==> config.mk <==
export PLATFORM = sky130hd
export DESIGN_NAME = val2_seq_ctrl_flat
export DESIGN_NICKNAME = d
export VERILOG_FILES = /design/src/rtl/val2_seq_ctrl_pkg.sv /design/src/rtl/val2_seq_ctrl_if.sv /design/src/rtl/val2_seq_ctrl_step_shifter.sv /design/src/rtl/val2_seq_ctrl.sv /design/src/flat_wrapper.sv
export SDC_FILE = /design/constraint.sdc
export NUM_CORES = 1
export LEC_CHECK = 0
export BUFFER_PORTS_ARGS = -buffer_cell sky130_fd_sc_hd__buf_2
export CAP_MARGIN = 10
export CORE_MARGIN = 10
export CORE_UTILIZATION = 40
export DETAILED_ROUTE_END_ITERATION = 10
export SLEW_MARGIN = 20
export SYNTH_ARGS = -nofsm -noshare
export SYNTH_HDL_FRONTEND = slang
export SYNTH_SLANG_ARGS = --single-unit
==> constraint.sdc <==
create_clock -name clk -period 6.1 [get_ports clk]
set_clock_uncertainty 0.15 [all_clocks]
set_input_delay 0.915 -clock clk [delete_from_list [all_inputs] [get_ports clk]]
set_output_delay 0.915 -clock clk [all_outputs]
set_load 0.005 [all_outputs]
==> src/rtl/val2_seq_ctrl_pkg.sv <==
// Shared types, field positions and helpers for the Val2 sequencer.
// Imported by the interface-facing top and its step shifter.
package val2_pkg;

  typedef enum logic [1:0] {
    LSL = 2'b00,
    LSR = 2'b01,
    ASR = 2'b10,
    ROR = 2'b11
  } shift_type_e;

  typedef enum logic [1:0] {
    IDLE  = 2'b00,
    SHIFT = 2'b01,
    DONE  = 2'b10
  } state_e;

  localparam int SHAMT_HI = 11;
  localparam int SHAMT_LO = 7;
  localparam int TYPE_HI  = 6;
  localparam int TYPE_LO  = 5;
  localparam int ROT_HI   = 11;
  localparam int ROT_LO   = 8;

  function automatic logic [31:0] ror32(
    input logic [31:0] x,
    input logic [4:0]  n
  );
    return (x >> n) | (x << (6'd32 - {1'b0, n}));
  endfunction

  function automatic logic [31:0] sext12(
    input logic [11:0] v
  );
    return {{20{v[11]}}, v};
  endfunction

endpackage

==> src/rtl/val2_seq_ctrl_if.sv <==
// Request/response handshake bundle for the Val2 sequencer.
// master = pipeline side, slave = sequencer side.
interface val2_seq_ctrl_if;

  logic        req_valid;
  logic        req_ready;
  logic        req_mem;
  logic        req_imm;
  logic [11:0] req_shift_operand;
  logic [31:0] req_rm;
  logic        resp_valid;
  logic        resp_ready;
  logic [31:0] resp_val2;

  modport master (
    output req_valid,
    output req_mem,
    output req_imm,
    output req_shift_operand,
    output req_rm,
    output resp_ready,
    input  req_ready,
    input  resp_valid,
    input  resp_val2
  );

  modport slave (
    input  req_valid,
    input  req_mem,
    input  req_imm,
    input  req_shift_operand,
    input  req_rm,
    input  resp_ready,
    output req_ready,
    output resp_valid,
    output resp_val2
  );

endinterface

==> src/rtl/val2_seq_ctrl_step_shifter.sv <==
// Combinational 32-bit shift of 0..STEP bits for one SHIFT cycle.
// Repeated application composes into the full single-shot shift.
module val2_step_shifter
  import val2_pkg::*;
#(
  parameter int STEP = 4,
  parameter int AW   = $clog2(STEP + 1)
) (
  input  logic [31:0]   din,
  input  shift_type_e   typ,
  input  logic [AW-1:0] amt,
  output logic [31:0]   dout
);

  logic signed [31:0] din_s;
  logic [5:0]         back;

  assign din_s = din;
  assign back  = 6'd32 - 6'(amt);

  always_comb begin
    dout = din;
    unique case (typ)
      LSL: dout = din << amt;
      LSR: dout = din >> amt;
      // sign comes from the current bit 31, so it survives every step
      ASR: dout = din_s >>> amt;
      ROR: dout = (din >> amt) | (din << back);
      default: dout = din;
    endcase
  end

endmodule

==> src/rtl/val2_seq_ctrl.sv <==
// Multi-cycle Val2 sequencer: memory offset, rotated immediate,
// or register shifted iteratively STEP bits per cycle.
module val2_seq_ctrl
  import val2_pkg::*;
#(
  parameter int STEP = 4
) (
  input  logic          clk,
  input  logic          rst_n,
  input  logic          flush,
  val2_seq_ctrl_if.slave bus,
  output logic          busy
);

  localparam int AW = $clog2(STEP + 1);
  localparam logic [4:0] STEP5 = 5'(STEP);

  state_e      state_q, state_d;
  logic [31:0] res_q, res_d;
  logic [4:0]  rem_q, rem_d;
  shift_type_e typ_q, typ_d;

  logic          accept;
  logic          last_step;
  logic          is_shift;
  logic [4:0]    amt_in;
  shift_type_e   typ_in;
  logic [4:0]    rot_in;
  logic [AW-1:0] step_amt;
  logic [31:0]   step_out;

  assign amt_in = bus.req_shift_operand[SHAMT_HI:SHAMT_LO];
  assign typ_in = shift_type_e'(bus.req_shift_operand[TYPE_HI:TYPE_LO]);
  assign rot_in = {bus.req_shift_operand[ROT_HI:ROT_LO], 1'b0};
  assign is_shift = !bus.req_mem && !bus.req_imm;

  assign accept    = (state_q == IDLE) && bus.req_valid && !flush;
  assign last_step = (rem_q <= STEP5);
  assign step_amt  = last_step ? AW'(rem_q) : AW'(STEP);

  val2_step_shifter #(
    .STEP (STEP),
    .AW   (AW)
  ) u_step (
    .din  (res_q),
    .typ  (typ_q),
    .amt  (step_amt),
    .dout (step_out)
  );

  always_ff @(posedge clk or negedge rst_n) begin
    if (!rst_n) begin
      state_q <= IDLE;
      res_q   <= '0;
      rem_q   <= '0;
      typ_q   <= LSL;
    end else begin
      state_q <= state_d;
      res_q   <= res_d;
      rem_q   <= rem_d;
      typ_q   <= typ_d;
    end
  end

  always_comb begin
    state_d = state_q;
    if (flush) begin
      state_d = IDLE;
    end else begin
      unique case (state_q)
        IDLE: begin
          if (bus.req_valid) begin
            state_d = (is_shift && amt_in != 5'd0) ? SHIFT : DONE;
          end
        end
        SHIFT: if (last_step) state_d = DONE;
        DONE:  if (bus.resp_ready) state_d = IDLE;
        default: state_d = IDLE;
      endcase
    end
  end

  always_comb begin
    res_d = res_q;
    rem_d = rem_q;
    typ_d = typ_q;
    if (flush) begin
      rem_d = '0;
    end else if (accept) begin
      rem_d = '0;
      typ_d = typ_in;
      // mem form outranks imm when both are set
      if (bus.req_mem) begin
        res_d = sext12(bus.req_shift_operand);
      end else if (bus.req_imm) begin
        res_d = ror32({24'b0, bus.req_shift_operand[7:0]}, rot_in);
      end else begin
        res_d = bus.req_rm;
        rem_d = amt_in;
      end
    end else if (state_q == SHIFT) begin
      res_d = step_out;
      rem_d = rem_q - 5'(step_amt);
    end
  end

  always_comb begin
    bus.req_ready  = (state_q == IDLE);
    bus.resp_valid = (state_q == DONE);
    bus.resp_val2  = res_q;
    busy           = (state_q != IDLE);
  end

endmodule

==> src/flat_wrapper.sv <==
// flat-port wrapper written by rule: the top's interface ports become plain ports
module val2_seq_ctrl_flat import val2_pkg::*;
#(
  parameter int STEP = 4
)
  (clk, rst_n, flush, busy, bus_req_valid, bus_req_mem, bus_req_imm, bus_req_shift_operand, bus_req_rm, bus_resp_ready, bus_req_ready, bus_resp_valid, bus_resp_val2);
  val2_seq_ctrl_if bus_i ();
  input  logic clk;
  input  logic rst_n;
  input  logic flush;
  output logic busy;
  input wire logic [$bits(bus_i.req_valid)-1:0] bus_req_valid;
  input wire logic [$bits(bus_i.req_mem)-1:0] bus_req_mem;
  input wire logic [$bits(bus_i.req_imm)-1:0] bus_req_imm;
  input wire logic [$bits(bus_i.req_shift_operand)-1:0] bus_req_shift_operand;
  input wire logic [$bits(bus_i.req_rm)-1:0] bus_req_rm;
  input wire logic [$bits(bus_i.resp_ready)-1:0] bus_resp_ready;
  output wire logic [$bits(bus_i.req_ready)-1:0] bus_req_ready;
  output wire logic [$bits(bus_i.resp_valid)-1:0] bus_resp_valid;
  output wire logic [$bits(bus_i.resp_val2)-1:0] bus_resp_val2;
  assign bus_i.req_valid = bus_req_valid;
  assign bus_i.req_mem = bus_req_mem;
  assign bus_i.req_imm = bus_req_imm;
  assign bus_i.req_shift_operand = bus_req_shift_operand;
  assign bus_i.req_rm = bus_req_rm;
  assign bus_i.resp_ready = bus_resp_ready;
  assign bus_req_ready = bus_i.req_ready;
  assign bus_resp_valid = bus_i.resp_valid;
  assign bus_resp_val2 = bus_i.resp_val2;
  val2_seq_ctrl #(.STEP(STEP)) u_core (.clk(clk), .rst_n(rst_n), .flush(flush), .bus(bus_i), .busy(busy));
endmodule
# Word level (Yosys, flattened, before mapping)
# Cells that the tools add are included.
[totals]
elab_cells = 58
in_bits = 51
out_inout_bits = 35
register_bits = 41
[op_classes]
muxes = 17
add_sub_neg = 3
eq_ne = 8
order_cmp = 1
n_shift = 6
bitwise_logic = 3
n_reduce_logical = 16
[op_table]
columns = ["op", "n"]
rows = [
  ["$mux 32", 4],
  ["$pmux 32 s4", 1],
  ["$or 32x32->32", 2],
  ["$shl 32x3->32", 1],
  ["$shl 32x6->32", 1],
  ["$shl 8x6->32", 1],
  ["$shr 32x3->32", 1],
  ["$shr 8x5->32", 1],
  ["$sshr 32x3->32", 1],
  ["$mux 5", 5],
  ["$mux 2", 5],
  ["$eq 2x2->1 const B", 3],
  ["$ne 3x3->1 const B", 2],
  ["$pmux 2 s3", 1],
  ["$sub 6x3->6 const A", 1],
  ["$sub 6x5->6 const A", 1],
  ["$le 5x3->1 const B", 1],
  ["$reduce_bool 5->1", 1],
  ["$sub 5x3->5", 1],
  ["$eq 2x1->1 const B", 2],
  ["$logic_and 1x1->1", 4],
  ["$logic_not 2->1", 2],
  ["$reduce_and 2->1", 2],
  ["$reduce_bool 2->1", 2],
  ["6 further kinds", 8],
]

# Longest topological paths before layout
[depth]
word_depth = 8
depth_mapped = 16
depth_no_buf = 9

# Modules after synthesis
# Synthesis repeated with hierarchy kept, for this count alone.
[hier_totals]
cells_unflattened = 829
hier_area_um2 = 6762.7
[by_module_without_submodules]
columns = ["module", "area_each_um2", "n_inst", "cells_each", "seq_area_each_um2"]
rows = [
  ["val2_step_shifter", 3673.5, 1, 453, 0.0],
  ["val2_seq_ctrl", 3089.2, 1, 376, 1026.0],
]

# Worst setup path before layout
# OpenSTA, ideal clock, no wires.
[synth_timing]
path_type = "register to register"
start = "register u_core.rem_q[3]"
end = "register u_core.res_q[11] (netlist: u_core.bus.resp_val2[11])"
setup_time_ns = 0.086
period_less_slack_ns = 3.582
slack_ns = 2.518
required_time_ns = 5.864
path_stages_with_launch = 16
arrival_ns = 3.346
path_buffers = 8
cell_sequence = "dfrtp_1 > buf_6 > nor4b_2 > buf_6 > inv_4 > buf_6 > buf_6 > clkbuf_1 > ha_1 > clkbuf_1 > buf_1 > clkbuf_1 > mux2i_1 > a22oi_1 > and3_1 > nor3_1"
[synth_via]
elab_chain_len = 8
elab_cells_between_ends = 11
cone_classes = "add/sub (1); order compare (1); shift (4); mux (4); bitwise (1)"
[synth_rtl]
columns = ["item", "line_no", "text"]
rows = [
  ["start: declaration", "val2_seq_ctrl.sv:20", "logic [4:0] rem_q, rem_d;"],
  ["start signal: assignment", "val2_seq_ctrl.sv:60", "rem_q <= rem_d;"],
  ["$le 5x3->1 (*)", "val2_seq_ctrl.sv:38", "assign last_step = (rem_q <= STEP5);"],
  ["$mux 3 (*)", "val2_seq_ctrl.sv:39", "assign step_amt = last_step ? AW'(rem_q) : AW'(STEP);"],
  ["$sub 6x3->6", "val2_seq_ctrl_step_shifter.sv:19", "assign back = 6'd32 - 6'(amt);"],
  ["$shl 32x6->32", "val2_seq_ctrl_step_shifter.sv:28", "ROR: dout = (din >> amt) | (din << back);"],
  ["$or 32x32->32", "val2_seq_ctrl_step_shifter.sv:28", ""],
  ["$pmux 32 s4 (*)", "val2_seq_ctrl_step_shifter.sv:23", "unique case (typ)"],
  ["$mux 32 (*)", "val2_seq_ctrl.sv:101", "end else if (state_q == SHIFT) begin"],
  ["$mux 32 (*)", "val2_seq_ctrl.sv:89", "end else if (accept) begin"],
  ["end signal: assignment", "val2_seq_ctrl.sv:59", "res_q <= res_d;"],
  ["end: declaration", "val2_seq_ctrl.sv:19", "logic [31:0] res_q, res_d;"],
]
# Every way passes the cells marked *; elsewhere a longest branch is shown, timed or not. The select of a mux whose other input is x is not followed.
# A chain may end at the register's enable or synchronous reset.

# Worst setup path after layout
[layout_timing]
start = "register u_core.rem_q[0]"
end = "register u_core.res_q[9] (netlist: u_core.bus.resp_val2[9])"
[layout_via]
elab_chain_len = 8
elab_cells_between_ends = 11
cone_classes = "add/sub (1); order compare (1); shift (4); mux (4); bitwise (1)"
[layout_rtl]
columns = ["item", "line_no"]
rows = [
  ["$le 5x3->1", "val2_seq_ctrl.sv:38"],
  ["$mux 3 (*)", "val2_seq_ctrl.sv:39"],
  ["$sub 6x3->6", "val2_seq_ctrl_step_shifter.sv:19"],
  ["$shl 32x6->32", "val2_seq_ctrl_step_shifter.sv:28"],
  ["$or 32x32->32", "val2_seq_ctrl_step_shifter.sv:28"],
  ["$pmux 32 s4 (*)", "val2_seq_ctrl_step_shifter.sv:23"],
  ["$mux 32 (*)", "val2_seq_ctrl.sv:101"],
  ["$mux 32 (*)", "val2_seq_ctrl.sv:89"],
]
# Marked as above.

==> metrics.md <==
| Metric | Value |
|---|---|
| Worst-Margin Slew | `0.989 ns` |
| EDFF count, synth | `0` |
| Row Count | `46` |
| Worst endpoint required time | `6.14 ns` |
| RSZ-0062 raised after global routing | `no` |
| Setup TNS | `0 ns` |
| Final Cycle Share | `0.667` |
| Port bufs | `85` |
| Clock Tree Root | `clkbuf_16` |
| Detailed-route via count | `7576` |
| Asr flop ratio synth | `1.00` |
| Type of element launching the critical path | `flip-flop` |
| Number of global-route vias before repair | `about 7000` |
| Pre-antenna DRT Iters | `5` |
| HP Class | `input pin to asynchronous set/reset pin` |
| WS Path Type | `flip-flop to flip-flop` |
| #FFs+latches synth | `41` |
| Final Max Tran Viols | `0` |
| Minimum clock period | `around 4.1 ns` |
| Post-CTS Repair Setup Buffers | `0` |
| Final cell count without fillers | `around 1100` |
| DR WL/cell | `24.3 µm` |
| Placed Instances | `between 1000 and 1500` |
| Final worst slack | `2.03 ns` |
| Vias per cell | `approximately 6.7` |
| Detail Route Antenna Nets | `0` |
| Die width | `147 µm` |
| GR Overflow Total | `0` |
| Post-DP HPWL | `19000 µm` |
| Placed cell areas | `~0.0068 mm²` |
| Flop-to-flop setup slack | `around 2.0 ns` |
| Core Region | `0.0158 mm²` |
| Hold buffer count at cts | `0` |
| Initial antenna violation count | `0` |
| Filler instances | `1702` |
| Distinct cell type count after synthesis | `78` |
| Residual DRC count | `0` |
| CTS sink cnt | `41` |
| Share of cells above drive strength 1 | `0.171` |
| Syn Nets | `between 900 and 1000` |
| Top_reg_cell synth | `dfrtp_1` |
| Reg2Reg Launch Point | `u_core.rem_q[0]$_DFFE_PN0P_` |
| First-pass GRT wire length | `42400 µm` |
| Total track usage | `0.243` |
| Leakage | `2.77 nW` |
| Cell Pwr Density | `332 mW/mm²` |
| Antenna diode count | `0` |
| RePlAce Congestion | `0.969` |
| Critical-path maximum fanout | `49` |
| Worst VDD drop | `0.000140 V` |
| Synth Area per Inst | `7.15 µm²` |
| Final Setup Violations | `0` |
| Maximum clock path buffer count | `2` |
| Ys Warns | `0` |
| Die span in y | `147 µm` |
| Cell depth of the worst flop-to-flop path | `9` |
| DRT Wirelength | `27400 µm` |
| Layout Nets | `964` |
| Maxcap violations | `0` |
| Cells after synthesis | `around 900` |
| Cell area after synthesis | `0.00640 mm²` |
| Post-synthesis sequential area ratio | `0.160` |
| Status | `completed` |
| IO Pins | `86` |
| Critical Path Sink Type | `flip-flop` |
| Rel. slew slack | `0.335` |
| PostCTS Resize Cnt | `0` |
| CTS tree | `yes` |
| Initial core utilization | `0.406` |
| Arrival time worst endpoint | `4.12 ns` |
| Initial DRC Count | `996` |
| FMAX | `about 250 MHz` |
| Largest net degree at the start of global routing | `54` |
| Layout area overhead | `8.72%` |
| Pre-CTS setup slack | `2.13 ns` |
| WHS | `0.451 ns` |
| Reg clk slew, reported paths | `0.07 ns` |
| CTS Buf Count | `5` |
| Reg2Reg Capture Point | `u_core.bus.resp_val2[9]$_DFFE_PN0P_` |
| Worst skew pair latency | `0.30 ns` |
| Final hold viol count | `0` |
| Die ar. | `0.0215 mm²` |
| Htree depth | `2` |
| Fin area | `0.00696 mm²` |
==> report_power, final <==
part / internal, W / switching, W / total (W)
combinational: 0.000566 / 0.000815 / 0.00138
sequential: 0.000348 / 0.000259 / 0.000608
clock: 0.000194 / 0.000128 / 0.000322
total: 0.00111 / 0.00120 / 0.00231
==> placed cells by master (no fill, tap or decap), types with 5 or more instances in the layout <==
cell type / instances
mux2_2: 12
and2_1: 7
mux4_2: 15
a221oi_1: 17
clkbuf_16: 5
a221o_1: 11
buf_4: 16
o31ai_1: 7
o211ai_1: 10
a311oi_1: 6
mux2i_1: 67
o22ai_1: 5
nor3_1: 27
and3_1: 10
inv_1: 8
a211oi_1: 35
nor2b_1: 7
a21oi_1: 71
a31oi_1: 27
nand2b_1: 12
nand2_1: 130
o21ai_0: 54
ha_1: 5
a211o_1: 5
buf_2: 84
nor2_1: 88
nand3b_1: 6
dfrtp_1: 41
or3_1: 6
nand3_1: 31
==> kinds of logic (layout without fill, tap and decap cells) <==
logic type	count (synthesis)	in the layout	synth area share
AND/OR/NAND/NOR	344	344	0.247
AO/OA/AOI/OAI	301	301	0.319
buffers and inverters	107	120	0.0791
multiplexers	94	94	0.179
flip-flops	41	41	0.160
adder cells (fa/ha/maj)	5	5	0.00977
other	2	2	0.00117
XOR/XNOR	2	2	0.00567
==> flip-flops by register name, indices dropped and copies added (netlist names) <==
name	flops
u_core.typ_q	2
u_core.rem_q	5
u_core.bus.resp_val2	32
u_core.state_q	2
==> cell usage after synthesis (all sizes together) (7+ instances only) <==
cell type	number	area [µm²]
o211ai	10	75.1
dfrtp	41	1030
a221o	11	110
nand3	31	155
and3	10	62.6
inv	11	43.8
a21oi	71	355
clkbuf	58	219
nor2b	7	43.8
o31ai	7	52.6
nand2	130	488
mux2i	67	671
a211oi	35	263
nor3	29	150
buf	37	240
nor2	90	338
a221oi	18	164
mux4	15	338
nand2b	12	75.1
and2	8	50.1
mux2	12	135
o21ai	58	290
a31oi	27	169
==> layout make-up <==
type / count / area, µm² / share of cell area
clock inverter: 3 / 46.3 / 0.00665
clock buffer: 5 / 125 / 0.0180
timing repair buffer: 100 / 541 / 0.0777
multi-input combinational: 748 / 4900 / 0.705
tap: 216 / 270 / 0.0388
sequential: 41 / 1030 / 0.147
inverter: 12 / 47.5 / 0.00683
==> worst max path at each step <==
stage / start / end / slack (ns) / cells after the start
final: u_core.rem_q[0]$_DFFE_PN0P_ / u_core.bus.resp_val2[9]$_DFFE_PN0P_ / 2.03 / 9
after global routing: u_core.rem_q[0]$_DFFE_PN0P_ / u_core.bus.resp_val2[9]$_DFFE_PN0P_ / 1.75 / 9
after CTS: u_core.rem_q[0]$_DFFE_PN0P_ / u_core.bus.resp_val2[9]$_DFFE_PN0P_ / 2.06 / 9
after detailed placement: u_core.rem_q[0]$_DFFE_PN0P_ / u_core.bus.resp_val2[9]$_DFFE_PN0P_ / 2.13 / 9
after global placement: u_core.rem_q[0]$_DFFE_PN0P_ / u_core.bus.resp_val2[9]$_DFFE_PN0P_ / 2.16 / 9
after floorplan: u_core.rem_q[3]$_DFFE_PN0P_ / u_core.bus.resp_val2[11]$_DFFE_PN0P_ / 2.52 / 15
==> routing by layer <==
metal,part of all wire,wire [µm],global-route usage,vias up
met2,0.44,11900,0.365,539
met3,0.12,3270,0.0578,63
met4,0.031,843,0.0796,0
met1,0.41,11300,0.333,3583
met5,0,0,0,-
li1,-,-,-,3391
==> worst max-delay path, cell delays in order (launching register included) <==
cell and delay (ns):
dfrtp_1 0.66, nor4b_4 0.27, inv_4 0.43, ha_1 0.39, ha_1 0.54, nand2_1 0.51
nor2_1 0.44, nand2_1 0.07, and3_1 0.19, nor4_1 0.27
==> metrics by stage <==
step | power (W) | util
final | 0.00231 | 0.441
after global routing | 0.00245 | 0.441
after CTS | 0.00227 | 0.441
after detailed placement | 0.00194 | 0.430
after global placement | 0.00195 | 0.430
after floorplan | 0.00146 | -
Note: power is estimated with default switching activity, not from simulation.
